--- src/rtl/sma_crossover_signal.sv ---
// Moving-average crossover detector: compares fast/slow SMA streams with hysteresis,
// issues buy/sell signals over valid/ready, and tracks the resulting position.
module sma_crossover_signal #(
  parameter int DATA_W   = 8,
  parameter int WARMUP   = 4,
  parameter int HYST     = 2,
  parameter int COOLDOWN = 8
) (
  input  logic              clk,
  input  logic              rst_n,
  input  logic [DATA_W-1:0] fast_in,
  input  logic              fast_valid,
  input  logic [DATA_W-1:0] slow_in,
  input  logic              slow_valid,
  input  logic              sig_ready,
  output logic              sig_valid,
  output logic              sig_dir,
  output logic [DATA_W-1:0] sig_price,
  output logic [1:0]        position,
  output logic              warm,
  output logic [7:0]        drop_cnt
);

  localparam int WW = $clog2(WARMUP + 1) + 1;
  localparam int CW = (COOLDOWN > 0) ? $clog2(COOLDOWN + 1) : 1;

  localparam logic [WW-1:0]            WARMUP_L = WW'(WARMUP);
  localparam logic [CW-1:0]            COOL_L   = CW'(COOLDOWN);
  localparam logic signed [DATA_W:0]   HYST_POS = (DATA_W + 1)'(HYST);
  localparam logic signed [DATA_W:0]   HYST_NEG = -HYST_POS;
  localparam logic signed [DATA_W:0]   ZERO     = '0;

  typedef enum logic [1:0] {
    ST_WARMUP,
    ST_FLAT,
    ST_LONG,
    ST_SHORT
  } state_t;

  state_t state, state_next;

  logic [WW-1:0] warm_cnt, warm_cnt_next;
  logic [CW-1:0] cool_cnt;

  logic                 strobe;
  logic                 accept;
  logic                 eligible;
  logic signed [DATA_W:0] diff;
  logic                 buy_cond;
  logic                 sell_cond;
  logic                 trig_buy;
  logic                 trig_sell;

  // Zero-extending both operands keeps the subtraction exact in DATA_W+1 bits.
  assign strobe    = fast_valid && slow_valid;
  assign accept    = sig_valid && sig_ready;
  assign eligible  = strobe && !sig_valid && (cool_cnt == '0);
  assign diff      = $signed({1'b0, fast_in}) - $signed({1'b0, slow_in});
  assign buy_cond  = (diff > ZERO) && (diff >= HYST_POS);
  assign sell_cond = (diff < ZERO) && (diff <= HYST_NEG);

  always_ff @(posedge clk) begin
    if (!rst_n) begin
      state <= ST_WARMUP;
    end else begin
      state <= state_next;
    end
  end

  always_comb begin
    state_next    = state;
    warm_cnt_next = warm_cnt;
    trig_buy      = 1'b0;
    trig_sell     = 1'b0;
    case (state)
      ST_WARMUP: begin
        if (strobe) begin
          warm_cnt_next = warm_cnt + 1'b1;
        end
        if (warm_cnt_next >= WARMUP_L) begin
          state_next = ST_FLAT;
        end
      end
      ST_FLAT: begin
        if (eligible && buy_cond) begin
          trig_buy   = 1'b1;
          state_next = ST_LONG;
        end else if (eligible && sell_cond) begin
          trig_sell  = 1'b1;
          state_next = ST_SHORT;
        end
      end
      // Only the opposite crossing matters once a position is held.
      ST_LONG: begin
        if (eligible && sell_cond) begin
          trig_sell  = 1'b1;
          state_next = ST_SHORT;
        end
      end
      ST_SHORT: begin
        if (eligible && buy_cond) begin
          trig_buy   = 1'b1;
          state_next = ST_LONG;
        end
      end
      default: begin
        state_next = ST_WARMUP;
      end
    endcase
  end

  always_ff @(posedge clk) begin
    if (!rst_n) begin
      warm_cnt  <= '0;
      cool_cnt  <= '0;
      warm      <= 1'b0;
      drop_cnt  <= '0;
      sig_valid <= 1'b0;
      sig_dir   <= 1'b0;
      sig_price <= '0;
      position  <= 2'b00;
    end else begin
      warm_cnt <= warm_cnt_next;
      warm     <= (state_next != ST_WARMUP);

      if (strobe && sig_valid && (drop_cnt != 8'hFF)) begin
        drop_cnt <= drop_cnt + 8'd1;
      end

      if (accept) begin
        sig_valid <= 1'b0;
        cool_cnt  <= COOL_L;
      end else if (cool_cnt != '0) begin
        cool_cnt <= cool_cnt - 1'b1;
      end

      // A trigger needs sig_valid=0, so it never collides with an accept.
      if (trig_buy || trig_sell) begin
        sig_valid <= 1'b1;
        sig_dir   <= trig_buy;
        sig_price <= fast_in;
        position  <= trig_buy ? 2'b01 : 2'b10;
      end
    end
  end

endmodule
--- config.mk ---
export PLATFORM = sky130hd
export DESIGN_NAME = sma_crossover_signal
export DESIGN_NICKNAME = d
export VERILOG_FILES = /design/src/rtl/sma_crossover_signal.sv
export SDC_FILE = /design/constraint.sdc
export NUM_CORES = 1
export LEC_CHECK = 0
export BUFFER_PORTS_ARGS = -buffer_cell sky130_fd_sc_hd__clkbuf_2
export CAP_MARGIN = 20
export CORE_MARGIN = 10
export CORE_UTILIZATION = 50
export DETAILED_ROUTE_END_ITERATION = 16
export GPL_ROUTABILITY_DRIVEN = 0
export PLACE_DENSITY = 0.74
export SYNTH_ARGS = -nofsm -noshare
export SYNTH_HDL_FRONTEND = slang
export SYNTH_SLANG_ARGS = --single-unit
--- constraint.sdc ---
create_clock -name clk -period 6.9 [get_ports clk]
set_input_delay 0.69 -clock clk [delete_from_list [all_inputs] [get_ports clk]]
set_output_delay 0.69 -clock clk [all_outputs]
set_load 0.02 [all_outputs]
Yosys cells after proc, flatten, opt, wreduce, memory -nomap -nowiden
Cells that the tools add are included.
Word-level totals
  register bits: 31
  input bits: 21
  output and inout bits: 21
  word-level logic and storage cells: 61
Cells by class
  $add $sub $neg: 4
  $lt $le $gt $ge: 5
  eq/ne operators: 4
  mux-type cells: 17
  bitwise logic cells: 1
  reduce and logical (&&, ||, !) cells: 20
Operators by type and width (count)
  two-way mux 4 bit: 4
  logical AND 1 bit: 10
  two-way mux 2 bit: 5
  >= comparator 9 x 3 -> 1 bit, second input constant: 1
  > comparator 9 x 1 -> 1 bit, second input constant: 1
  less-or-equal comparator 9 x 2 -> 1 bit, second input constant: 1
  less-than comparator 9 x 1 -> 1 bit, second input constant: 1
  subtractor 8 x 8 -> 9 bit: 1
  adder 8 x 1 -> 8 bit, second input constant: 1
  inequality test 8 bit, second input constant: 1
  case mux 2 bit (4 select lines): 1
  two-way mux 1 bit: 6
  nonzero test 2 bit: 3
  adder 4 x 1 -> 4 bit, second input constant: 1
  equality test 2 bit, second input constant: 2
  >= comparator 4 x 3 -> 1 bit, second input constant: 1
  zero test 4 bit: 1
  nonzero test 4 bit: 1
  OR reduction 2 bit: 2
  subtractor 4 x 1 -> 4 bit, second input constant: 1
  equality test 2 x 1 -> 1 bit, second input constant: 1
  zero test 2 bit: 1
  case mux 1 bit (2 select lines): 1
  zero test 1 bit: 1
  2 further kinds: 2

Longest topological paths before layout
  depth in word-level cells: 9
  depth in mapped cells: 11
  mapped depth without buffers: 11

Worst setup path before layout
No wires, ideal clock.
  path type: input to register
  from: input port fast_in[0]
  to: register sig_price[0]
  setup time: 0.130 ns
  data arrival time: 2.883 ns
  required time: 6.770 ns
  setup slack: 3.887 ns
  cell stages on the path: 11
  buffers on the path: 0
  cells stage by stage: inv_1 ha_1 inv_1 fa_1 a21o_1 a221oi_2 o21ai_0 or4_4 a211oi_4 a21oi_4 mux2i_1
Between the ends
  longest elaborated chain between the ends: 8
  elaborated cells between the ends (all ways): 15
  classes of those cells: 1 x add/sub; 4 x order compare; 5 x mux; 5 x reduce/logical
Ends and longest elaborated chain
  start: declaration: line 11  | input logic [DATA_W-1:0] fast_in,
  subtractor 8 x 8 -> 9 bit: line 58  | assign diff = $signed({1'b0, fast_in}) - $signed({1'b0, slow_in});
  less-than comparator 9 x 1 -> 1 bit or less-or-equal comparator 9 x 2 -> 1 bit (tied branches): line 60  | assign sell_cond = (diff < ZERO) && (diff <= HYST_NEG);
  logical AND 1 bit: line 60
  logical AND 1 bit: line 88, 95
  two-way mux 1 bit: line 88, 95
  two-way mux 1 bit: line 85  | if (eligible && buy_cond) begin
  case mux 1 bit (2 select lines): line 75  | case (state)
  logical OR 1 bit: line 138  | if (trig_buy || trig_sell) begin
  end signal: assignment: line 141  | sig_price <= fast_in;
  end: declaration: line 18  | output logic [DATA_W-1:0] sig_price,
Parallel ways exist; a longest one is shown, timed or not.
A chain may end at the register's enable or synchronous reset.

Worst setup path after layout
  from: input port fast_in[0]
  to: register sig_price[1]
Between the ends
  longest elaborated chain between the ends: 8
  elaborated cells between the ends (all ways): 15
  classes of those cells: 1 x add/sub; 4 x order compare; 5 x mux; 5 x reduce/logical
Ends and longest elaborated chain (line)
  subtractor 8 x 8 -> 9 bit (*): 58
  less-than comparator 9 x 1 -> 1 bit or less-or-equal comparator 9 x 2 -> 1 bit (tied branches): 60
  logical AND 1 bit: 60
  logical AND 1 bit: 88, 95
  two-way mux 1 bit: 88, 95
  two-way mux 1 bit: 85
  case mux 1 bit (2 select lines): 75
  logical OR 1 bit (*): 138
Every way passes the cells marked *; elsewhere a longest branch is shown, timed or not.

==> impl_metrics.toml <==
[sta]
fin_crit_ns = 3.02
maxSlewViolCount = 0
final_number_of_hold_violating_endpoints = 0
min_period_over_period_pct = 43.7
fin_worst_skew_ns = 0.00278
setup_tns_ns = 0
setup_viol_count_final = 0
fmax_mhz = 332
timing.slew.headroom_pct = 61.6
tightest_hold_margin_ns = 0.460
rsz_0062_raised_after_global_routing = "false"
worst-slew-pin-transition_ns = 0.575

[synth]
synthMostInstantiatedCell = "dfxtp_1"
synth_flop_cell = "dfxtp_1"
synth_top_cell_by_area = "dfxtp_1"
post_synth_most_frequent_cells = "dfxtp_1 (30), nand2_1 (29), ha_1 (18)"
synth-edff-count = 0
synth_area_per_cell_um2 = 8.79
post_synth_xor_area_fraction_pct = 6.46
postSynth.asyncResetShare_pct = 0
largest_family_of_logic_cells_by_synthesized_area = "simple AND/OR/NAND/NOR gates"
postSynthCellCount = 216
synthesis.yosys.warnings = 0
synthAdderAreaFrac_pct = 12.9
netlist-cell-type-count = 44
synth_simple_gate_area_share_pct = 21.5
synth.cell_area_um2 = 1900
synth_top_cells_by_area = "dfxtp_1 (32%), ha_1 (12%), nand2_1 (5.7%)"
synth.mux.area_fraction_pct = 5.87
synth_seq_area_share_pct = 31.6
synthesis.nets = 256
synth_top_area_share_pct = 31.6
synth_compound_gate_area_share_pct = 17.3
yosys_register_bits = 30

[global_routing]
first_pass_grt_wire_length_um = 6840
globalRouteOverflowTotal = 0
grt_max_degree = 35
via_count_of_the_first_global_routing_pass = 1573
antenna_violations_before_repair = 0
global_route.usage.total_pct = 12.9

[cts]
worst_setup_hold_path_clk_slew_ns = 0.06
cts-hold-fix-buffers = 0
clock-sinks = 30
h_tree_depth_reported_by_cts = 2
cts_post_setup_buffers_inserted = 0
cts-resized-gates = 0
numCtsBuffers = 5
tritoncts = "done"
cts.root.buffer_cell = "clkbuf_8"
cts.path.max_buffers = 2
worst_skew_pair.late_latency_ns = 0.28

[placed_design]
numPortBuffers = 41
place_area_um2 = 2140
post_dp_hpwl_um = 3220

[drt]
vias = 1622
dr.max_layer_used = "met4"
total_length_of_routed_met2_wires_um = 1860
detail_route.vias_per_cell = 5.27
drtAntennaViolNets = 0
drt_pre_antenna_iters = 4
total_length_of_routed_wires_um = 3970
initialDrtViolationCount = 97
route.met3.wl_um = 260
drc_markers = 0
route.layer.met1.wl_um = 1790
avgRoutedWirePerCell_um = 12.9

[floorplan]
fp.coreArea_um2 = 3660
die_height_um = 81.6
floorplan.initialDensity_pct = 51.8
fp-row-count = 22
dieArea_um2 = 6660
floorplan.io_pins = 42
floorplan.die.width_um = 81.6

[finish]
seqCellArea_um2 = 601
layout.cell_area.non_filler_um2 = 2250
diode_insertion_count_for_antenna_repair = 0
layout.core_utilization_pct = 61.4
multi_input_area_um2 = 1210
synthToLayoutAreaGrowth_pct = 18.5
final_net_count = 299
drive_gt1_share_pct = 21.9
filler_cell_count = 348

[worst_setup_path]
critical-path-top-cell-by-count = "inv_1"
worstPathCellList = "clkbuf_2 -> inv_1 -> ha_1 -> inv_1 -> fa_1 -> a21o_1 -> a221oi_2 -> o21ai_0 -> or4_4 -> a211oi_4 -> a21oi_4 -> mux2i_1"
reg2reg_from = "cool_cnt[0]$_SDFFE_PP0P_"
timing.critical_path.required_ns = 7.06
rr_worst_depth = 7
worst_ep_arrival_time_ns = 3.17
crit_path_max_incr_delay_ns = 0.47
reg2reg_setup_slack_ns = 4.86
endpoint_kind = "register"
crit_family = "compound AO/OA/AOI/OAI gates"
critical_path.startpoint_type = "input port"
worst-path-max-fanout = 9
worstSetupPathType = "input port to register"
worst_r2r_endpoint = "sig_price[1]$_SDFFE_PN0P_"
crit_path_top_delay_cell = "or4_4"
timing.critical_path.buf_inv = 3

[run]
drv_cap = 0

[power_and_ir_drop]
power.share.switching_pct = 33.3
combinational_group_share_of_total_power_pct = 33.6
total_switching_power_mw = 0.193
p_int_mw = 0.386
power.leakage_nw = 1.11
ir_worst_vdd_v = 0.000130
p_per_area_nw_per_um2 = 257
clkPwrFrac_pct = 29.8
pwr-share-seq_pct = 36.7

[worst_hold_path]
worst_hold_path.endpoint = "sig_price[2]$_SDFFE_PN0P_"
hp-class = "register to register"
hold_crit_start = "sig_price[2]$_SDFFE_PN0P_"
holdPathStages = 2

[outcome]
outcome = "finished clean"
==> stage by stage <==
step	power [mW]	std cells	setup WS, ns
after detailed placement	0.411	300	3.59
after floorplan	0.368	216	3.89
after CTS	0.584	308	3.87
after global routing	0.630	308	3.61
final	0.578	308	3.88
after global placement	0.407	300	3.68
==> layout by cell type, fill, tap and decap left out, drive strengths merged, types with 8 or more instances in the layout <==
cell type	count
ha	18
nor2	8
inv	16
dfxtp	30
xnor2	12
clkbuf	46
nand2	29
mux2i	10
==> layout make-up <==
cell class / count / area share (%)
Multi-Input combinational cell: 165 / 54.0
Tap cell: 48 / 2.67
Inverter: 16 / 2.67
Clock buffer: 5 / 3.06
Timing Repair Buffer: 41 / 9.12
Clock inverter: 3 / 1.78
Sequential cell: 30 / 26.7
==> worst min-delay path: cells and delay by family, from the launching register on <==
family	cells	cell delay (ns)
AND/OR/NAND/NOR	1	0.05
multiplexers	1	0.05
flip-flops	1	0.31
==> registers in the layout, indices dropped and copies added (netlist names) <==
register,count
drop_cnt,8
warm,1
cool_cnt,4
position,2
state,2
sig_price,8
sig_valid,1
warm_cnt,4
==> routing by layer <==
| metal | vias up | GRT usage, % |
|---|---|---|
| li1 | 844 | - |
| met1 | 742 | 15.3 |
| met2 | 30 | 21.1 |
| met3 | 6 | 4.48 |
| met4 | 0 | 4.59 |
| met5 | - | 0 |
==> power groups by stage <==
stage / Sequential, mW / Combinational [mW] / Clock [mW]
2_1_floorplan: 0.216 / 0.151 / 0
3_5_place_dp: 0.216 / 0.195 / 0
4_1_cts: 0.212 / 0.196 / 0.175
6_report: 0.212 / 0.194 / 0.172
3_3_place_gp: 0.215 / 0.192 / 0
5_1_grt: 0.215 / 0.228 / 0.187
==> kinds of logic (layout without fill, tap and decap cells) <==
family / after synthesis / count (layout)
AO/OA/AOI/OAI: 42 / 42
XOR/XNOR: 14 / 14
adder cells (fa/ha/maj): 19 / 19
buffers and inverters: 21 / 65
flip-flops: 30 / 30
multiplexers: 11 / 11
AND/OR/NAND/NOR: 79 / 79
==> worst max-delay path by stage <==
stage                           from                   endpoint  slack [ns]  cells past startpoint
after global placement    fast_in[0]  sig_price[2]$_SDFFE_PN0P_        3.68                     12
after global routing      fast_in[0]  sig_price[1]$_SDFFE_PN0P_        3.61                     12
after floorplan           fast_in[0]  sig_price[0]$_SDFFE_PN0P_        3.89                     11
final                     fast_in[0]  sig_price[1]$_SDFFE_PN0P_        3.88                     12
after CTS                 fast_in[0]  sig_price[1]$_SDFFE_PN0P_        3.87                     12
after detailed placement  fast_in[0]  sig_price[7]$_SDFFE_PN0P_        3.59                     12
Note: power is estimated with default switching activity, not from simulation.
